## src/rtl/pselect_pkg.sv

```systemverilog
// Shared types and helpers for the circular
// multi-grant priority selector.
package pselect_pkg;

  typedef enum logic {
    PSEL_UP   = 1'b0,
    PSEL_DOWN = 1'b1
  } psel_dir_e;

  function automatic int circ_step(
    input int        idx,
    input psel_dir_e dir,
    input int        n
  );
    if (dir == PSEL_UP) begin
      return (idx >= n - 1) ? 0 : idx + 1;
    end
    return (idx <= 0) ? n - 1 : idx - 1;
  endfunction

endpackage

```

## src/rtl/circ_multi_pselect.sv

```systemverilog
// Combinational circular search for up to W
// requesters, plus a one-hot to binary encoder.
module onehot_to_binary #(
  parameter int N  = 8,
  parameter int IW = 3
) (
  input  logic [N-1:0]  oh,
  output logic [IW-1:0] bin
);

  // OR of the indices of all set bits
  always_comb begin
    bin = '0;
    for (int i = 0; i < N; i++) begin
      if (oh[i]) bin = bin | IW'(i);
    end
  end

endmodule

module circ_multi_pselect
  import pselect_pkg::*;
#(
  parameter  int N  = 8,
  parameter  int W  = 2,
  parameter  int DIR = 0,
  localparam int IW = (N > 1) ? $clog2(N) : 1
) (
  input  logic [IW-1:0]   base,
  input  logic [N-1:0]    elig,
  output logic [W-1:0]    valid,
  output logic [W*IW-1:0] idx
);

  localparam psel_dir_e DE =
    (DIR != 0) ? PSEL_DOWN : PSEL_UP;

  logic [N-1:0]  rot;
  logic [N-1:0]  oh  [W];
  logic [IW-1:0] off [W];

  // rotate so bit j is the j-th index in search order
  always_comb begin
    rot = '0;
    for (int j = 0; j < N; j++) begin
      int p;
      if (DE == PSEL_UP) begin
        p = int'(base) + j;
        if (p >= N) p = p - N;
      end else begin
        p = int'(base) - j;
        if (p < 0) p = p + N;
      end
      rot[j] = elig[p[IW-1:0]];
    end
  end

  // peel off the lowest remaining bit once per slot
  always_comb begin
    logic [N-1:0] m;
    m = rot;
    for (int k = 0; k < W; k++) begin
      oh[k]    = m & (~m + N'(1));
      valid[k] = |m;
      m        = m & ~oh[k];
    end
  end

  for (genvar k = 0; k < W; k++) begin : g_enc
    onehot_to_binary #(
      .N  (N),
      .IW (IW)
    ) u_enc (
      .oh  (oh[k]),
      .bin (off[k])
    );
  end

  // map rotated offsets back to buffer indices
  always_comb begin
    idx = '0;
    for (int k = 0; k < W; k++) begin
      int q;
      if (DE == PSEL_UP) begin
        q = int'(base) + int'(off[k]);
        if (q >= N) q = q - N;
      end else begin
        q = int'(base) - int'(off[k]);
        if (q < 0) q = q + N;
      end
      if (valid[k]) idx[k*IW +: IW] = q[IW-1:0];
    end
  end

endmodule

```

## src/rtl/multi_binary_pselect_rr.sv

```systemverilog
// Registered multi-grant circular selector with
// rotating head pointer and valid/ready output.
module multi_binary_pselect_rr
  import pselect_pkg::*;
#(
  parameter  int N   = 8,
  parameter  int W   = 2,
  parameter  int DIR = 0,
  localparam int IW  = (N > 1) ? $clog2(N) : 1
) (
  input  logic            clock,
  input  logic            reset,
  input  logic [N-1:0]    req,
  input  logic            en,
  input  logic            ptr_load,
  input  logic [IW-1:0]   ptr_load_val,
  input  logic            out_ready,
  output logic [W-1:0]    out_valid,
  output logic [W*IW-1:0] gnt_idx,
  output logic [IW-1:0]   ptr
);

  localparam psel_dir_e DE =
    (DIR != 0) ? PSEL_DOWN : PSEL_UP;

  logic            any_v;
  logic            accept;
  logic            load;
  logic [IW-1:0]   last;
  logic [IW-1:0]   adv;
  logic [IW-1:0]   base;
  logic [N-1:0]    held;
  logic [N-1:0]    elig;
  logic [W-1:0]    nv;
  logic [W*IW-1:0] nidx;

  assign any_v  = |out_valid;
  assign accept = out_ready & any_v;
  assign load   = en & (~any_v | out_ready);

  // footprint and tail of the slots being held
  always_comb begin
    last = '0;
    held = '0;
    for (int k = 0; k < W; k++) begin
      if (out_valid[k]) begin
        last = gnt_idx[k*IW +: IW];
        held[gnt_idx[k*IW +: IW]] = 1'b1;
      end
    end
  end

  assign adv  = IW'(circ_step(int'(last), DE, N));
  assign base = accept ? adv : ptr;
  assign elig = req & ~(accept ? held : '0);

  circ_multi_pselect #(
    .N   (N),
    .W   (W),
    .DIR (DIR)
  ) u_sel (
    .base  (base),
    .elig  (elig),
    .valid (nv),
    .idx   (nidx)
  );

  // squash beats capture beats drain beats stall
  always_ff @(posedge clock or negedge reset) begin
    if (!reset) begin
      out_valid <= '0;
      gnt_idx   <= '0;
      ptr       <= '0;
    end else if (ptr_load) begin
      out_valid <= '0;
      gnt_idx   <= '0;
      ptr       <= ptr_load_val;
    end else if (load) begin
      out_valid <= nv;
      gnt_idx   <= nidx;
      if (accept) ptr <= adv;
    end else if (out_ready) begin
      out_valid <= '0;
      gnt_idx   <= '0;
      if (accept) ptr <= adv;
    end
  end

endmodule
```

## config.mk

```make
export PLATFORM = sky130hd
export DESIGN_NAME = multi_binary_pselect_rr
export DESIGN_NICKNAME = d
export VERILOG_FILES = /design/src/rtl/pselect_pkg.sv /design/src/rtl/circ_multi_pselect.sv /design/src/rtl/multi_binary_pselect_rr.sv
export SDC_FILE = /design/constraint.sdc
export NUM_CORES = 1
export LEC_CHECK = 0
export ABC_AREA = 1
export CAP_MARGIN = 20
export CORE_ASPECT_RATIO = 0.8
export CORE_MARGIN = 8
export CORE_UTILIZATION = 40
export CTS_CLUSTER_SIZE = 10
export DETAILED_ROUTE_END_ITERATION = 7
export GPL_ROUTABILITY_DRIVEN = 0
export MAX_ROUTING_LAYER = met4
export PLACE_DENSITY = 0.65
export SYNTH_ARGS = -nofsm -noshare
export SYNTH_HDL_FRONTEND = slang
export SYNTH_HIERARCHICAL = 1
export SYNTH_SLANG_ARGS = --single-unit
```

## constraint.sdc

```tcl
create_clock -name clock -period 7.64 [get_ports clock]
set_input_delay 1.528 -clock clock [delete_from_list [all_inputs] [get_ports clock]]
set_output_delay 1.528 -clock clock [all_outputs]
set_load 0.01 [all_outputs]
```

==> metrics.md <==
| Metric | Value |
|---|---|
| Die area | `roughly 7100 µm²` |
| Max IR drop VDD | `0.000110 V` |
| Clk slew on worst S/H paths | `0.05 ns` |
| Slew HR | `64.1%` |
| Post-route cell area | `2200 µm²` |
| Crit path time final | `between 5 and 6 ns` |
| WP data required | `7.76 ns` |
| Worst Hold Path Cells | `2` |
| DR iter-0 viols | `roughly 120` |
| Rows | `22` |
| Synthesized Nets | `318` |
| Drt pass-1 iters | `4` |
| CTS H-tree lvls | `1` |
| Average size of a mapped cell | `6.37 µm²` |
| Most common cell after layout, fill and taps aside | `nand2_1` |
| Ys Warns | `6` |
| WP depth | `26` |
| Initial antenna violation count | `0` |
| ANT nets after route | `0` |
| Crit path max-delay family | `buffers and inverters` |
| Leakage | `1.08 nW` |
| TritonCTS buffer count | `3` |
| Total number of vias | `~1,900` |
| First-pass GRT wire length | `8.07 mm` |
| DP Area | `2160 µm²` |
| Number of remaining DRC errors | `0` |
| WL/cell | `12.4 µm` |
| Setup Crit Path Kind | `in2reg` |
| Congestion Overflow GR | `0` |
| Syn Inst Count | `294` |
| Worst reg2reg path depth | `30` |
| Vias per inst | `4.91` |
| Skew final | `0.00491 ns` |
| Crit path largest cell delay | `0.60 ns` |
| Fill count | `between 400 and 500` |
| Actual slew at the worst max-slew pin | `0.532 ns` |
| CTS Sinks | `11` |
| Final Hold Fails | `0` |
| Fin crit share | `70.3%` |
| Commonest cells after routing, fill and taps aside | `87 x nand2_1, 30 x nor2_1, 29 x nand3_1` |
| Area grow syn2layout | `17.7%` |
| Slowest CP cell | `clkdlybuf4s50_1` |
| Core Region | `4540 µm²` |
| Most used cell, CP | `nand2_1` |
| Critical path peak fanout | `12` |
| Fmax | `186 MHz` |
| Critical path arrival | `between 5 and 6 ns` |
| Ports | `27` |
| TNS Setup | `0 ns` |
| Cell Pwr Density | `between 200 and 300 nW/µm²` |
| Largest net degree at the start of global routing | `16` |
| Root Buffer | `clkbuf_8` |
| Area of the multi-input gates | `1410 µm²` |
| Final setup viols | `0` |
| Cts hold-fix bufs | `0` |
| Bufs and invs on worst path | `7` |
| Tightest Hold Check Type | `reg2reg` |
| Status | `completed` |
| Register area | `275 µm²` |
| Postcts setup bufs | `0` |
| Routed wire length | `4.71 mm` |
| Count of final max-slew check failures | `0` |
| Clock buffer depth | `2` |
| Layout cell share with drive strength beyond 1 | `a little over a fifth` |
| Buffers on Ports | `26` |
| CTS tree | `yes` |
| Post-CTS resize count | `0` |
| Synthesized area | `1870 µm²` |
| CP endpoint kind | `register` |
| Die height | `77.2 µm` |
| Max-cap violations | `0` |
| Layout Nets | `344` |
| ANT cells | `0` |
| Die Wd | `92.5 µm` |
| Starting Density | `41.2%` |
| Dpl hpwl | `between 4 and 5 mm` |
| Vias in the first global route | `1,732` |
| Overall Global Routing Usage | `13.8%` |
| Clk_lat worst skew | `0.24 ns` |
| RSZ-0062 raised after global routing | `no` |
| Crit start category | `primary input` |
==> path summary, 6_finish.rpt <==
kind                         endpoint       start  slack, ns
min in group asynchronous  gnt_idx[0]       reset       1.63
max in group asynchronous  gnt_idx[1]       reset       5.67
max                        gnt_idx[4]   out_ready       2.27
max reg2reg                gnt_idx[4]  gnt_idx[0]       3.20
min                        gnt_idx[3]  gnt_idx[3]       0.58
min reg2reg                gnt_idx[3]  gnt_idx[3]       0.58
==> metal layers <==
metal | share of wire [%] | GRT usage (%) | vias to the layer above
met2 | 44 | 20.7 | 36
li1 | - | - | 986
met4 | 0 | 0.963 | 0
met1 | 52 | 19.2 | 840
met5 | 0 | - | -
met3 | 4.1 | 2.72 | 0
==> area by class of cell <==
cell class                 count  share of cell area, %
sequential                    11                   12.5
timing repair buffer          26                   11.8
inverter                      35                   6.36
clock buffer                   4                   2.04
tap                           60                   3.41
multi-input combinational    243                   63.9
==> worst reg2reg max path: cells and delay by family (launching register included) <==
kind / cells / cell delay, ns
compound gates: 3 / 0.27
fa+ha+maj: 5 / 1.32
buf+inv: 6 / 0.51
flops: 1 / 0.45
simple gates: 16 / 1.78
==> sequential cells by signal, indices dropped and copies added, names as in the netlist <==
register   cells
ptr            3
gnt_idx        6
out_valid      2
==> power by group <==
part / leakage [nW] / total [mW] / internal [mW] / switching (mW)
logic: 0.913 / 0.501 / 0.189 / 0.312
registers: 0.144 / 0.0912 / 0.0730 / 0.0183
clock network: 0.0228 / 0.0584 / 0.0366 / 0.0218
total: 1.08 / 0.650 / 0.299 / 0.352
==> per-stage QoR <==
step	hold slack [ns]	power, mW	setup WS, ns	util [%]	std cells
CTS	0.583	0.653	2.28	48.5	379
floorplan	0.589	0.484	3.15	-	294
finish	0.581	0.650	2.27	48.5	379
global route	0.625	0.727	1.90	48.5	379
detailed placement	0.571	0.593	2.03	47.5	375
global placement	0.567	0.589	2.15	47.5	375
(Power assumes the default switching activity.)
